### config.mk
export PLATFORM = sky130hd
export DESIGN_NAME = sprite_color_gen_flat
export DESIGN_NICKNAME = d
export VERILOG_FILES = /design/src/rtl/sprite_color_gen_if.sv /design/src/rtl/sprite_color_gen.sv /design/src/flat_wrapper.sv
export SDC_FILE = /design/constraint.sdc
export NUM_CORES = 1
export LEC_CHECK = 0
export ABC_AREA = 1
export CORE_MARGIN = 2
export CORE_UTILIZATION = 35
export CTS_CLUSTER_SIZE = 40
export DETAILED_ROUTE_END_ITERATION = 6
export PLACE_DENSITY = 0.79
export SLEW_MARGIN = 40
export SYNTH_ARGS = -nofsm -noshare
export SYNTH_HDL_FRONTEND = slang
export SYNTH_SLANG_ARGS = --single-unit
### constraint.sdc
create_clock -name clk -period 2.6 [get_ports clk]
set_clock_uncertainty 0.2 [all_clocks]
set_input_delay 0.39 -clock clk [delete_from_list [all_inputs] [get_ports clk]]
set_output_delay 0.39 -clock clk [all_outputs]
set_load 0.005 [all_outputs]
### src/rtl/sprite_color_gen_if.sv
// rtl/sprite_color_gen_if.sv - control and frame bus for sprite_color_gen (blink signal present when SMILEY_BLINK_EN is defined)
interface sprite_color_gen_if #(
    parameter int ROWS   = 8,
    parameter int COLS   = 8,
    parameter int LFSR_W = 8,
    parameter int HOLD_W = 16
);
    logic                      clk_en;
    logic [1:0]                mode;
    logic [LFSR_W-1:0]         seed;
    logic                      seed_load;
    logic [HOLD_W-1:0]         hold_cycles;
    logic [ROWS*COLS-1:0]      sprite;
`ifdef SMILEY_BLINK_EN
    logic                      blink;
`endif
    logic [ROWS*3*COLS-1:0]    out;
    logic [2:0]                color;
    logic                      frame_stb;

`ifdef SMILEY_BLINK_EN
    modport master (
        output clk_en, mode, seed, seed_load, hold_cycles, sprite, blink,
        input  out, color, frame_stb
    );
    modport slave (
        input  clk_en, mode, seed, seed_load, hold_cycles, sprite, blink,
        output out, color, frame_stb
    );
`else
    modport master (
        output clk_en, mode, seed, seed_load, hold_cycles, sprite,
        input  out, color, frame_stb
    );
    modport slave (
        input  clk_en, mode, seed, seed_load, hold_cycles, sprite,
        output out, color, frame_stb
    );
`endif
endinterface

### src/rtl/sprite_color_gen.sv
// rtl/sprite_color_gen.sv - sprite colour generator for an RGB LED matrix, optional blink via SMILEY_BLINK_EN
module sprite_color_gen #(
    parameter int ROWS   = 8,
    parameter int COLS   = 8,
    parameter int LFSR_W = 8,
    parameter int HOLD_W = 16
) (
    input  logic                  clk,
    input  logic                  rst_n,
    sprite_color_gen_if.slave     bus
);

    localparam logic [1:0] MODE_RANDOM = 2'b00;
    localparam logic [1:0] MODE_CYCLE  = 2'b01;
    localparam logic [1:0] MODE_STATIC = 2'b10;
    localparam logic [1:0] MODE_OFF    = 2'b11;
    localparam int         OUT_W       = ROWS * 3 * COLS;

    // Tap positions (1-indexed) folded into a bit mask, bit i = tap i+1.
    function automatic logic [15:0] tap_mask(input int w);
        case (w)
            3:       return 16'h0006;
            4:       return 16'h000C;
            5:       return 16'h0014;
            6:       return 16'h0030;
            7:       return 16'h0060;
            8:       return 16'h00B8;
            16:      return 16'hD008;
            default: return 16'h0000;
        endcase
    endfunction

    localparam logic [15:0] TAPS = tap_mask(LFSR_W);

    generate
        if (TAPS == 16'h0000) begin : g_bad_lfsr_w
            $error("sprite_color_gen: unsupported LFSR_W");
        end
    endgenerate

    // Colour 000 would blank the display, so it is shown as white instead.
    function automatic logic [2:0] cmap(input logic [2:0] x);
        return (x == 3'b000) ? 3'b111 : x;
    endfunction

    logic [LFSR_W-1:0] lfsr_q, lfsr_d, lfsr_step;
    logic [2:0]        color_q, color_d;
    logic [HOLD_W-1:0] hold_cnt_q, hold_cnt_d;
    logic [OUT_W-1:0]  out_q, out_d;
    logic              stb_q, stb_d;
    logic              count_en;
    logic              advance;
    logic              blank;
    logic [HOLD_W:0]   cnt_inc;
    logic [HOLD_W:0]   hold_eff;

`ifdef SMILEY_BLINK_EN
    logic phase_q, phase_d;
`endif

    // Hold counter compare and next LFSR value.
    always_comb begin
        count_en  = bus.clk_en && (bus.mode != MODE_OFF);
        cnt_inc   = {1'b0, hold_cnt_q} + {{HOLD_W{1'b0}}, 1'b1};
        hold_eff  = (bus.hold_cycles == '0) ? {{HOLD_W{1'b0}}, 1'b1} : {1'b0, bus.hold_cycles};
        advance   = count_en && (cnt_inc >= hold_eff);
        lfsr_step = {lfsr_q[LFSR_W-2:0], ^(lfsr_q & TAPS[LFSR_W-1:0])};
    end

    // Next-state for LFSR, colour, hold counter and strobe; seed load beats advance.
    always_comb begin
        lfsr_d     = lfsr_q;
        color_d    = color_q;
        hold_cnt_d = hold_cnt_q;
        stb_d      = 1'b0;
        if (bus.seed_load) begin
            lfsr_d     = (bus.seed == '0) ? {{(LFSR_W-1){1'b0}}, 1'b1} : bus.seed;
            color_d    = cmap(bus.seed[2:0]);
            hold_cnt_d = '0;
        end else if (advance) begin
            hold_cnt_d = '0;
            stb_d      = 1'b1;
            case (bus.mode)
                MODE_RANDOM: begin
                    lfsr_d  = lfsr_step;
                    color_d = cmap(lfsr_step[2:0]);
                end
                MODE_CYCLE:  color_d = (color_q == 3'b111) ? 3'b001 : color_q + 3'b001;
                MODE_STATIC: color_d = color_q;
                default:     color_d = color_q;
            endcase
        end else if (count_en) begin
            hold_cnt_d = hold_cnt_q + {{(HOLD_W-1){1'b0}}, 1'b1};
        end
    end

`ifdef SMILEY_BLINK_EN
    // Blink phase flips with every colour advance and restarts on seed load.
    always_comb begin
        phase_d = phase_q;
        if (bus.seed_load) begin
            phase_d = 1'b0;
        end else if (advance) begin
            phase_d = ~phase_q;
        end
        blank = bus.blink && phase_q;
    end
`else
    assign blank = 1'b0;
`endif

    // Frame word: each row gates the sprite row into the R, G and B planes.
    always_comb begin
        out_d = '0;
        if ((bus.mode != MODE_OFF) && !blank) begin
            for (int r = 0; r < ROWS; r++) begin
                out_d[r*3*COLS + 2*COLS +: COLS] = color_q[2] ? bus.sprite[r*COLS +: COLS] : '0;
                out_d[r*3*COLS +   COLS +: COLS] = color_q[1] ? bus.sprite[r*COLS +: COLS] : '0;
                out_d[r*3*COLS          +: COLS] = color_q[0] ? bus.sprite[r*COLS +: COLS] : '0;
            end
        end
    end

    // State registers with synchronous active-low reset.
    always_ff @(posedge clk) begin
        if (!rst_n) begin
            lfsr_q     <= {{(LFSR_W-1){1'b0}}, 1'b1};
            color_q    <= 3'b111;
            hold_cnt_q <= '0;
            out_q      <= '0;
            stb_q      <= 1'b0;
        end else begin
            lfsr_q     <= lfsr_d;
            color_q    <= color_d;
            hold_cnt_q <= hold_cnt_d;
            out_q      <= out_d;
            stb_q      <= stb_d;
        end
    end

`ifdef SMILEY_BLINK_EN
    // Blink phase register.
    always_ff @(posedge clk) begin
        if (!rst_n) begin
            phase_q <= 1'b0;
        end else begin
            phase_q <= phase_d;
        end
    end
`endif

    assign bus.out       = out_q;
    assign bus.color     = color_q;
    assign bus.frame_stb = stb_q;

endmodule

### src/flat_wrapper.sv
// flat-port wrapper written by rule: the top's interface ports become plain ports
module sprite_color_gen_flat 
#(
    parameter int ROWS   = 8,
    parameter int COLS   = 8,
    parameter int LFSR_W = 8,
    parameter int HOLD_W = 16
)
  (clk, rst_n, bus_clk_en, bus_mode, bus_seed, bus_seed_load, bus_hold_cycles, bus_sprite, bus_out, bus_color, bus_frame_stb);
  sprite_color_gen_if #(.ROWS(ROWS), .COLS(COLS), .LFSR_W(LFSR_W), .HOLD_W(HOLD_W)) bus_i ();
  input  logic clk;
  input  logic rst_n;
  input wire logic [$bits(bus_i.clk_en)-1:0] bus_clk_en;
  input wire logic [$bits(bus_i.mode)-1:0] bus_mode;
  input wire logic [$bits(bus_i.seed)-1:0] bus_seed;
  input wire logic [$bits(bus_i.seed_load)-1:0] bus_seed_load;
  input wire logic [$bits(bus_i.hold_cycles)-1:0] bus_hold_cycles;
  input wire logic [$bits(bus_i.sprite)-1:0] bus_sprite;
  output wire logic [$bits(bus_i.out)-1:0] bus_out;
  output wire logic [$bits(bus_i.color)-1:0] bus_color;
  output wire logic [$bits(bus_i.frame_stb)-1:0] bus_frame_stb;
  assign bus_i.clk_en = bus_clk_en;
  assign bus_i.mode = bus_mode;
  assign bus_i.seed = bus_seed;
  assign bus_i.seed_load = bus_seed_load;
  assign bus_i.hold_cycles = bus_hold_cycles;
  assign bus_i.sprite = bus_sprite;
  assign bus_out = bus_i.out;
  assign bus_color = bus_i.color;
  assign bus_frame_stb = bus_i.frame_stb;
  sprite_color_gen #(.ROWS(ROWS), .COLS(COLS), .LFSR_W(LFSR_W), .HOLD_W(HOLD_W)) u_core (.clk(clk), .rst_n(rst_n), .bus(bus_i));
endmodule
==> results of run 1 <==
-- critical path: cells and delay by family (launching register included) --
kind	cells	cell delay, ps
flops	1	380
buf+inv	2	220
simple gates	13	1210
xor+xnor	1	210
fa+ha+maj	2	460
compound gates	1	160
-- power by group --
part | internal (mW) | switching (mW)
clock network | 2.00 | 1.36
registers | 3.56 | 0.0608
logic | 0.537 | 0.426
total | 6.10 | 1.84
-- routing by layer --
layer	vias to the layer above	track usage (%)	share of wire, %
met4	0	8.01	3.8
met2	238	34.1	50
li1	3132	-	-
met5	-	0	0
met3	55	3.06	5.7
met1	2943	22.6	40
-- kinds of logic after synthesis --
group / count (synthesis) / share of synthesized area, %
and+or+nand+nor: 369 / 22.0
xor gates and xnor gates: 15 / 1.95
buffers and inverters: 140 / 7.80
DFF: 220 / 62.0
muxes: 3 / 0.423
adders and majority gates: 19 / 3.35
AOI/OAI and AO/OA: 34 / 2.54
-- layout by cell type, fill, tap and decap left out, types with 12 or more instances in the layout --
cell	Yosys	layout
a21oi_2	0	12
buf_4	0	71
clkbuf_16	0	23
clkdlybuf4s50_1	0	289
dfxtp_1	220	218
ha_1	19	17
inv_1	111	110
nand2_1	87	65
nand2_2	4	22
nand3_1	18	15
nor2_1	219	213
-- how the worst min path moves through the flow --
stage | cells after the start | slack, ps | endpoint | from
floorplan | 2 | 250 | u_core.hold_cnt_q[7]$_SDFFE_PP0P_ | u_core.hold_cnt_q[7]$_SDFFE_PP0P_
global placement | 2 | 270 | u_core.hold_cnt_q[1]$_SDFFE_PP0P_ | u_core.hold_cnt_q[1]$_SDFFE_PP0P_
global route | 3 | 240 | u_core.bus.out[171]$_SDFF_PN0_ | bus_sprite[59]
detailed placement | 2 | 300 | u_core.hold_cnt_q[1]$_SDFFE_PP0P_ | u_core.hold_cnt_q[1]$_SDFFE_PP0P_
finish | 3 | 240 | u_core.bus.out[60]$_SDFF_PN0_ | bus_sprite[20]
CTS | 3 | 220 | u_core.bus.out[68]$_SDFF_PN0_ | bus_sprite[20]
-- area by class of cell --
class,count,area [µm²]
timing repair buffer,363,3480
inverter,113,424
tap,270,338
sequential,220,4410
multi-input combinational,441,2450
clock buffer,28,614
fill,1658,8210
clock inverter,13,173
-- what timing repair did --
| action | 4_1_cts | 5_1_grt |
|---|---|---|
| setup buffers | 14 | 3 |
| setup endpoints to repair | 28 | 28 |
| gates cloned | 2 | 0 |
| resized for setup | 26 | 43 |
| pin swaps | 13 | 17 |
| hold endpoints to repair | 0 | 0 |
| hold buffers | 0 | 0 |
-- synthesized netlist by cell type --
cell type / n / area (µm²)
mux2i_1: 3 / 30.0
inv_1: 111 / 417
buf_2: 4 / 20.0
nor3_1: 10 / 50.1
or2_2: 1 / 6.26
nand3_1: 18 / 90.1
nand3_4: 1 / 17.5
nand2_2: 4 / 25.0
nor4_1: 2 / 12.5
nand3_2: 2 / 20.0
nand4_2: 1 / 12.5
buf_6: 1 / 11.3
nor2_2: 11 / 68.8
dfxtp_1: 220 / 4400
buf_1: 1 / 3.75
ha_1: 19 / 238
xnor2_2: 1 / 16.3
a41o_1: 1 / 10.0
xnor2_1: 3 / 26.3
a31oi_1: 2 / 12.5
nand2_4: 3 / 33.8
nand4_1: 7 / 43.8
o21ai_0: 6 / 30.0
o21bai_1: 1 / 7.51
buf_12: 1 / 20.0
xor2_1: 11 / 96.3
clkbuf_1: 20 / 75.1
nand2_1: 87 / 327
nor2_4: 1 / 11.3
inv_2: 2 / 7.51
a21oi_1: 24 / 120
nor2_1: 219 / 822
nor3_2: 2 / 20.0
-- flip-flops by register name, indices dropped and copies added, names as in the netlist --
| name | flops |
|---|---|
| u_core.lfsr_q | 8 |
| u_core.bus.out | 192 |
| u_core.bus.color | 3 |
| u_core.hold_cnt_q | 16 |
| u_core.bus.frame_stb | 1 |
==> reports/qor.csv, run 1 <==
metric,value,unit
die_area,21500,µm²
syn_inst,800,
die_h,146,µm
violations,negative setup slack,
layout_min_cycle_time,2960,ps
port_buffers,289,
crit_required,2790,ps
startpoint,u_core.hold_cnt_q[0]$_SDFFE_PP0P_,
tightest_slew,806,ps
ys_ff_latch,220,
start_util,35.3,%
drive_gt1_share,16.6,%
drv_cap,0,
post-route-period-util,114,%
fin_cells,1448,
crit_path_frequent_cell,nand2_4,
critical_path_class,reg -> reg,
grt_setup_unrepaired,true,
dr.pass1.iters,4,
outcome,"finished, violations left",
remaining_drc_errors,0,
grt_pass1_vias,6217,
nNetsFinal,1275,
final_antenna_net_count,0,
cts.clk_slew.worst_paths,60,ps
ys_warn_count,0,
dp.cells,1389,
track_usage,19.0,%
vdd_drop_max,331,µV
cts_tree,done,
dpl_cell_area,10700,µm²
grt_max_degree,52,
wl_per_cell,14.7,µm
io_pins,290,
critPathMaxStageDelay,380,ps
diodes,0,
path_cells,"ha_4, nand2_2, inv_2, nand2_4, nor2_2, nand4_1, xor2_2, ha_1, a21oi_1, nor2_1, nor2_1, nand3_2, nor2_4, nand2_4, buf_4, nand3_4, nand2_4, nand2_2, nand3_2",
p_leak,5.33,nW
vias,6368,
endpoint,u_core.bus.color[1]$_SDFFE_PN1P_,
r2r-start,u_core.hold_cnt_q[0]$_SDFFE_PP0P_,
utilization,59.1,%
cts_buffers,23,
critPathMaxFanout,4,
gp_congestion,0.865,
max-slew-margin-rel,46.2,%
core,20100,µm²
areaGrowthSynthToFinish,67.4,%
layout_setup_ws,-362,ps
rrSetupSlack,-360,ps
place_hpwl,14900,µm
r2r-end,u_core.bus.color[1]$_SDFFE_PN1P_,
vias_per_cell,4.40,
avgSynthCellArea,8.88,µm²
ys_seq_area_share,62.0,%
p_total,7.94,mW
cts_htree_levels,1,
root_buffer,clkbuf_16,
endpoint_kind,flop,
ys_types,33,
timing.fmax,338,MHz
rows,52,
worstPathArrival,3150,ps
syn_area,7110,µm²
fin_hold_ws,243,ps
cts_buffer_depth,3,
die_w,146,µm
hold_class,in -> reg,
antenna_found_initial,0,
grt_first_pass_wirelength,33000,µm
overflow,0,
crit_path_start_kind,flop,
slowest_stage,dfxtp_4,
setup-tns-final,-9020,ps
maxSlewViolCount,0,
final_area,11900,µm²
rr_worst_depth,19,
clock_latency,510,ps
power_density,668,nW/µm²
post-place-ws,-335,ps
drt-initial-drc-count,180,
synth_nets,913,
wl,21300,µm
clock-sinks,220,
finalHoldViolations,0,
setup_viol,28,
(Power assumes the default switching activity.)
==> run 2, diff against run 1 <==
- SETUP_SLACK_MARGIN: unset -> 0.1
==> reports/qor.csv, run 2 (same netlist as run 1, synthesis figures left out) <==
metric,value,unit,change
outcome,"finished, violations left",,
violations,negative setup slack,,
path_cells,"ha_4, nand2_2, inv_2, nand2_4, nor2_4, nand2_2, nor3_4, xnor2_1, inv_1, ha_4, nand2_4, nor2_4, nand2_2, inv_1, nand2_1, nand2_1, nand2_2, nand2_4, nand3_4, nand2_4, nor2_2, nor2_1",,
diodes,0,,unchanged
fill_cells,1638,,-1.2%
vias,6149,,-3.4%
areaGrowthSynthToFinish,65.6,%,
utilization,58.5,%,-0.63 points
cts.clk_slew.worst_paths,60,ps,about the same
cts_buffer_depth,3,,unchanged
largest_reg_flops,192,,unchanged
regArea,4410,µm²,unchanged
grt_setup_unrepaired,true,,
maxSlewViolCount,0,,unchanged
critPathMaxStageDelay,370,ps,about the same
dr.pass1.iters,5,,+1
remaining_drc_errors,0,,unchanged
grt_first_pass_wirelength,31600,µm,-4.4%
crit_required,2840,ps,+50 ps
place_hpwl,14400,µm,-3.4%
nNetsFinal,1266,,-0.71%
max-slew-margin-rel,54.3,%,+8.1 points
cts_htree_levels,1,,unchanged
rows,52,,unchanged
p_leak,5.28,nW,-0.81%
rr_worst_depth,22,,+3
core,20100,µm²,unchanged
layout_setup_ws,-240,ps,+122 ps
cts_tree,done,,
tightest_slew,684,ps,-122 ps
r2r-start,u_core.hold_cnt_q[1]$_SDFFE_PP0P_,,
io_pins,290,,unchanged
start_util,35.3,%,unchanged
holdPathEnd,u_core.bus.out[79]$_SDFF_PN0_,,
power_density,679,nW/µm²,+1.7%
final_antenna_net_count,0,,unchanged
r2r-end,u_core.lfsr_q[1]$_SDFFE_PN0P_,,
clock-sinks,220,,unchanged
slowest_stage,dfxtp_4,,
grt_pass1_vias,6100,,-1.9%
rrSetupSlack,-240,ps,+120 ps
critical_path_class,reg -> reg,,
finalHoldViolations,0,,unchanged
die_w,146,µm,unchanged
layout_common_cells,"clkdlybuf4s50_1 (289), dfxtp_1 (218), nor2_1 (216), inv_1 (110), nand2_1 (68)",,
drive_gt1_share,14.8,%,-1.8 points
fin_hold_ws,246,ps,+2.86 ps
port_buffers,289,,unchanged
die_area,21500,µm²,unchanged
track_usage,18.3,%,-0.77 points
die_h,146,µm,unchanged
post-route-period-util,109,%,-4.7 points
min_from,bus_sprite[31],,
overflow,0,,unchanged
cts_buffers,23,,unchanged
vdd_drop_max,395,µV,+19%
critPathMaxFanout,7,,+3
vias_per_cell,4.27,,-2.8%
clock_latency,510,ps,about the same
endpoint_kind,flop,,
wl_per_cell,14.0,µm,-4.6%
grt_max_degree,65,,+25%
worstPathArrival,3080,ps,-70 ps
drv_cap,0,,unchanged
root_buffer,clkbuf_16,,
crit_family,simple AND/OR/NAND/NOR gates,,
multi_input_area,2370,µm²,-3.3%
hold_class,in -> reg,,
layout_min_cycle_time,2840,ps,-122 ps
cp_num_buf_inv,3,,+1
crit_path_start_kind,flop,,
min_path_cells,3,,unchanged
wl,20200,µm,-5.2%
drt-initial-drc-count,244,,+36%
gp_congestion,0.867,,+0.15%
final_common_cell,clkdlybuf4s50_1,,
timing.fmax,352,MHz,+4.3%
antenna_found_initial,0,,unchanged
setup_viol,28,,unchanged
p_total,7.99,mW,+0.61%
==> run 2: timing repair <==
item	4_1_cts	5_1_grt
setup endpoints to repair	28	28
setup buffers	1	3
gates cloned	2	0
hold buffers	0	0
pin swaps	4	16
gates resized for setup	28	25
==> run 2: report_power, final <==
| part | switching (mW) | internal (mW) |
|---|---|---|
| Sequential | 0.0612 | 3.56 |
| Clock | 1.32 | 2.10 |
| Combinational | 0.412 | 0.537 |
==> run 2: layout make-up <==
| cell class | count | share of cell area (%) |
|---|---|---|
| clock buffers | 35 | 6.04 |
| clock inverters | 6 | 0.904 |
| inverters | 113 | 3.61 |
| multi-input cells | 441 | 20.1 |
| flip-flops and latches | 220 | 37.5 |
| well taps | 270 | 2.87 |
| repair buffers | 354 | 29.0 |
==> run 2: worst reg2reg max path, delay by kind of cell (launching register included) <==
family                   cells  cell delay (ps)
buffers and inverters        3              220
XOR/XNOR                     1              140
flip-flops                   1              370
adder cells (fa/ha/maj)      2              430
AND/OR/NAND/NOR             16             1390
==> run 2: worst max-delay path by stage <==
stage,startpoint,endpoint,cells past startpoint
after floorplan,u_core.hold_cnt_q[0]$_SDFFE_PP0P_,u_core.lfsr_q[5]$_SDFFE_PN0P_,24
after global placement,u_core.hold_cnt_q[0]$_SDFFE_PP0P_,u_core.lfsr_q[5]$_SDFFE_PN0P_,23
after detailed placement,u_core.hold_cnt_q[1]$_SDFFE_PP0P_,u_core.lfsr_q[7]$_SDFFE_PN0P_,23
after CTS,u_core.hold_cnt_q[0]$_SDFFE_PP0P_,u_core.lfsr_q[4]$_SDFFE_PN0P_,23
after global routing,u_core.hold_cnt_q[1]$_SDFFE_PP0P_,u_core.lfsr_q[5]$_SDFFE_PN0P_,23
final,u_core.hold_cnt_q[1]$_SDFFE_PP0P_,u_core.lfsr_q[1]$_SDFFE_PN0P_,22
==> run 2: routing by layer <==
metal	global-route usage [%]	wire length [µm]
met1	20.8	8100
met2	33.7	10300
met3	3.44	1170
met4	7.18	658
met5	0	0
==> run 2: through the flow <==
| stage | setup TNS, ps | setup WS [ps] | area, µm² | cells |
|---|---|---|---|---|
| global route | -10800 | -445 | 11800 | 1439 |
| CTS | -6290 | -254 | 11700 | 1437 |
| finish | -5630 | -240 | 11800 | 1439 |
| detailed placement | -6830 | -299 | 10700 | 1393 |
| global placement | -4330 | -185 | 10700 | 1393 |
| floorplan | -1230 | -123 | 7120 | 800 |
==> run 3, diff against run 2 <==
- CORE_MARGIN: 2 -> 5
==> reports/qor.csv, run 3 (same netlist as run 1, synthesis figures left out) <==
metric,value,unit,change
outcome,"finished, violations left",,
violations,negative setup slack,,
drt-initial-drc-count,249,,+2.0%
antenna_found_initial,0,,unchanged
p_leak,5.23,nW,-0.98%
grt_first_pass_wirelength,32900,µm,+4.0%
tightest_slew,663,ps,-21.8 ps
die_area,23300,µm²,+8.4%
crit_family,simple AND/OR/NAND/NOR gates,,
largest_reg_flops,192,,unchanged
drv_cap,0,,unchanged
wl_per_cell,15.2,µm,+8.3%
final_antenna_net_count,0,,unchanged
utilization,58.4,%,-0.17 points
hold_class,in -> reg,,
rows,52,,unchanged
remaining_drc_errors,0,,unchanged
nNetsFinal,1258,,-0.63%
vias_per_cell,4.29,,+0.29%
drive_gt1_share,14.7,%,-0.058 points
overflow,0,,unchanged
grt_pass1_vias,6061,,-0.64%
setup-tns-final,-4690,ps,+938 ps
grt_max_degree,49,,-25%
die_h,152,µm,+4.1%
post-place-ws,-297,ps,+1.66 ps
timing.fmax,355,MHz,+0.87%
cp_num_buf_inv,2,,-1
dr.pass1.iters,4,,-1
vdd_drop_max,404,µV,+2.3%
fin_cells,1430,,-0.63%
endpoint_kind,flop,,
maxSlewViolCount,0,,unchanged
setup_viol,28,,unchanged
critPathMaxStageDelay,370,ps,about the same
path_cells,"nand3_2, nor2_4, nand2_4, nor2_4, nand3_1, xor2_1, ha_1, nand2_4, inv_1, nand2_1, nand2_1, nand2_1, nand3_2, nor2_4, nand2_4, nand2_4, nand3_4, buf_12, a21oi_4",,
clock-sinks,220,,unchanged
layout_min_cycle_time,2820,ps,-24.5 ps
cts_buffers,23,,unchanged
final_common_cell,clkdlybuf4s50_1,,
layout_setup_ws,-216,ps,+24.5 ps
wl,21800,µm,+7.6%
power_density,672,nW/µm²,-1.0%
areaGrowthSynthToFinish,65.1,%,
diodes,0,,unchanged
crit_path_frequent_cell,nand2_4,,
root_buffer,clkbuf_16,,
critical_path_class,reg -> reg,,
core,20100,µm²,unchanged
worstPathArrival,3050,ps,-30 ps
cts_tree,done,,
clock_latency,510,ps,about the same
finalHoldViolations,0,,unchanged
max-slew-margin-rel,55.8,%,+1.5 points
crit_required,2830,ps,about the same
place_hpwl,15800,µm,+10%
multi_input_area,2430,µm²,+2.5%
crit_path_start_kind,flop,,
dp.cells,1385,,-0.57%
fill_cells,1665,,+1.6%
io_pins,290,,unchanged
cts_htree_levels,1,,unchanged
cts.clk_slew.worst_paths,60,ps,about the same
slowest_stage,dfxtp_4,,
track_usage,17.5,%,-0.78 points
start_util,35.3,%,unchanged
port_buffers,289,,unchanged
gp_congestion,0.870,,+0.39%
post-route-period-util,108,%,-0.94 points
cts_buffer_depth,3,,unchanged
regArea,4420,µm²,about the same
p_total,7.89,mW,-1.3%
vias,6128,,-0.34%
grt_setup_unrepaired,true,,
die_w,152,µm,+4.1%
layout_common_cells,"clkdlybuf4s50_1 (289), dfxtp_1 (217), nor2_1 (211), inv_1 (110), nand2_1 (71)",,
critPathMaxFanout,8,,+1
-- run 3: metal layers --
metal | track usage, % | vias up | wire, µm
met5 | 0 | - | 0
met4 | 6.32 | 0 | 733
met3 | 3.38 | 49 | 1330
met2 | 32.6 | 224 | 11000
met1 | 19.8 | 2757 | 8650
li1 | - | 3098 | -
-- run 3: worst paths after layout --
check | depth (start not counted) | to | start | slack (ps)
setup / recovery | 19 | u_core.hold_cnt_q[1]$_SDFFE_PP0P_ | u_core.hold_cnt_q[1]$_SDFFE_PP0P_ | -220
hold reg to reg | 2 | u_core.lfsr_q[6]$_SDFFE_PN0P_ | u_core.lfsr_q[6]$_SDFFE_PN0P_ | 290
setup reg to reg | 19 | u_core.hold_cnt_q[1]$_SDFFE_PP0P_ | u_core.hold_cnt_q[1]$_SDFFE_PP0P_ | -220
hold / removal | 3 | u_core.bus.out[171]$_SDFF_PN0_ | bus_sprite[59] | 250
-- run 3: where the power goes --
part	switching (mW)	internal [mW]	total, mW
registers	0.0608	3.56	3.62
clock network	1.33	1.98	3.31
logic	0.426	0.538	0.964
-- run 3: layout make-up --
cell class                 instances  area share (%)
tap                              270            2.88
sequential                       220            37.6
clock inverter                    10            1.28
clock buffer                      30            5.22
timing repair buffer             346            28.7
multi-input combinational        441            20.7
inverter                         113            3.62
-- run 3: metrics by stage --
| step | hold WS [ps] | area, µm² |
|---|---|---|
| after global placement | 267 | 10600 |
| after CTS | 222 | 11600 |
| after floorplan | 251 | 7120 |
| after global routing | 250 | 11700 |
| after detailed placement | 287 | 10600 |
| final | 248 | 11700 |
-- run 3: repair_timing --
| item | CTS | global route |
|---|---|---|
| setup buffers | 1 | 2 |
| endpoints found under the setup margin | 28 | 28 |
| hold buffers | 0 | 0 |
| cloned | 2 | 0 |
| pin swaps | 8 | 13 |
| gates resized for setup | 28 | 37 |
-- run 3: worst reg2reg max path, cell delays in order (launching register included) --
cell and delay [ps]:
dfxtp_4 370, nand3_2 110, nor2_4 160, nand2_4 80, nor2_4 120, nand3_1 110
xor2_1 200, ha_1 300, nand2_4 90, inv_1 40, nand2_1 50, nand2_1 50
nand2_1 80, nand3_2 90, nor2_4 110, nand2_4 90, nand2_4 80, nand3_4 100
buf_12 200, a21oi_4 110
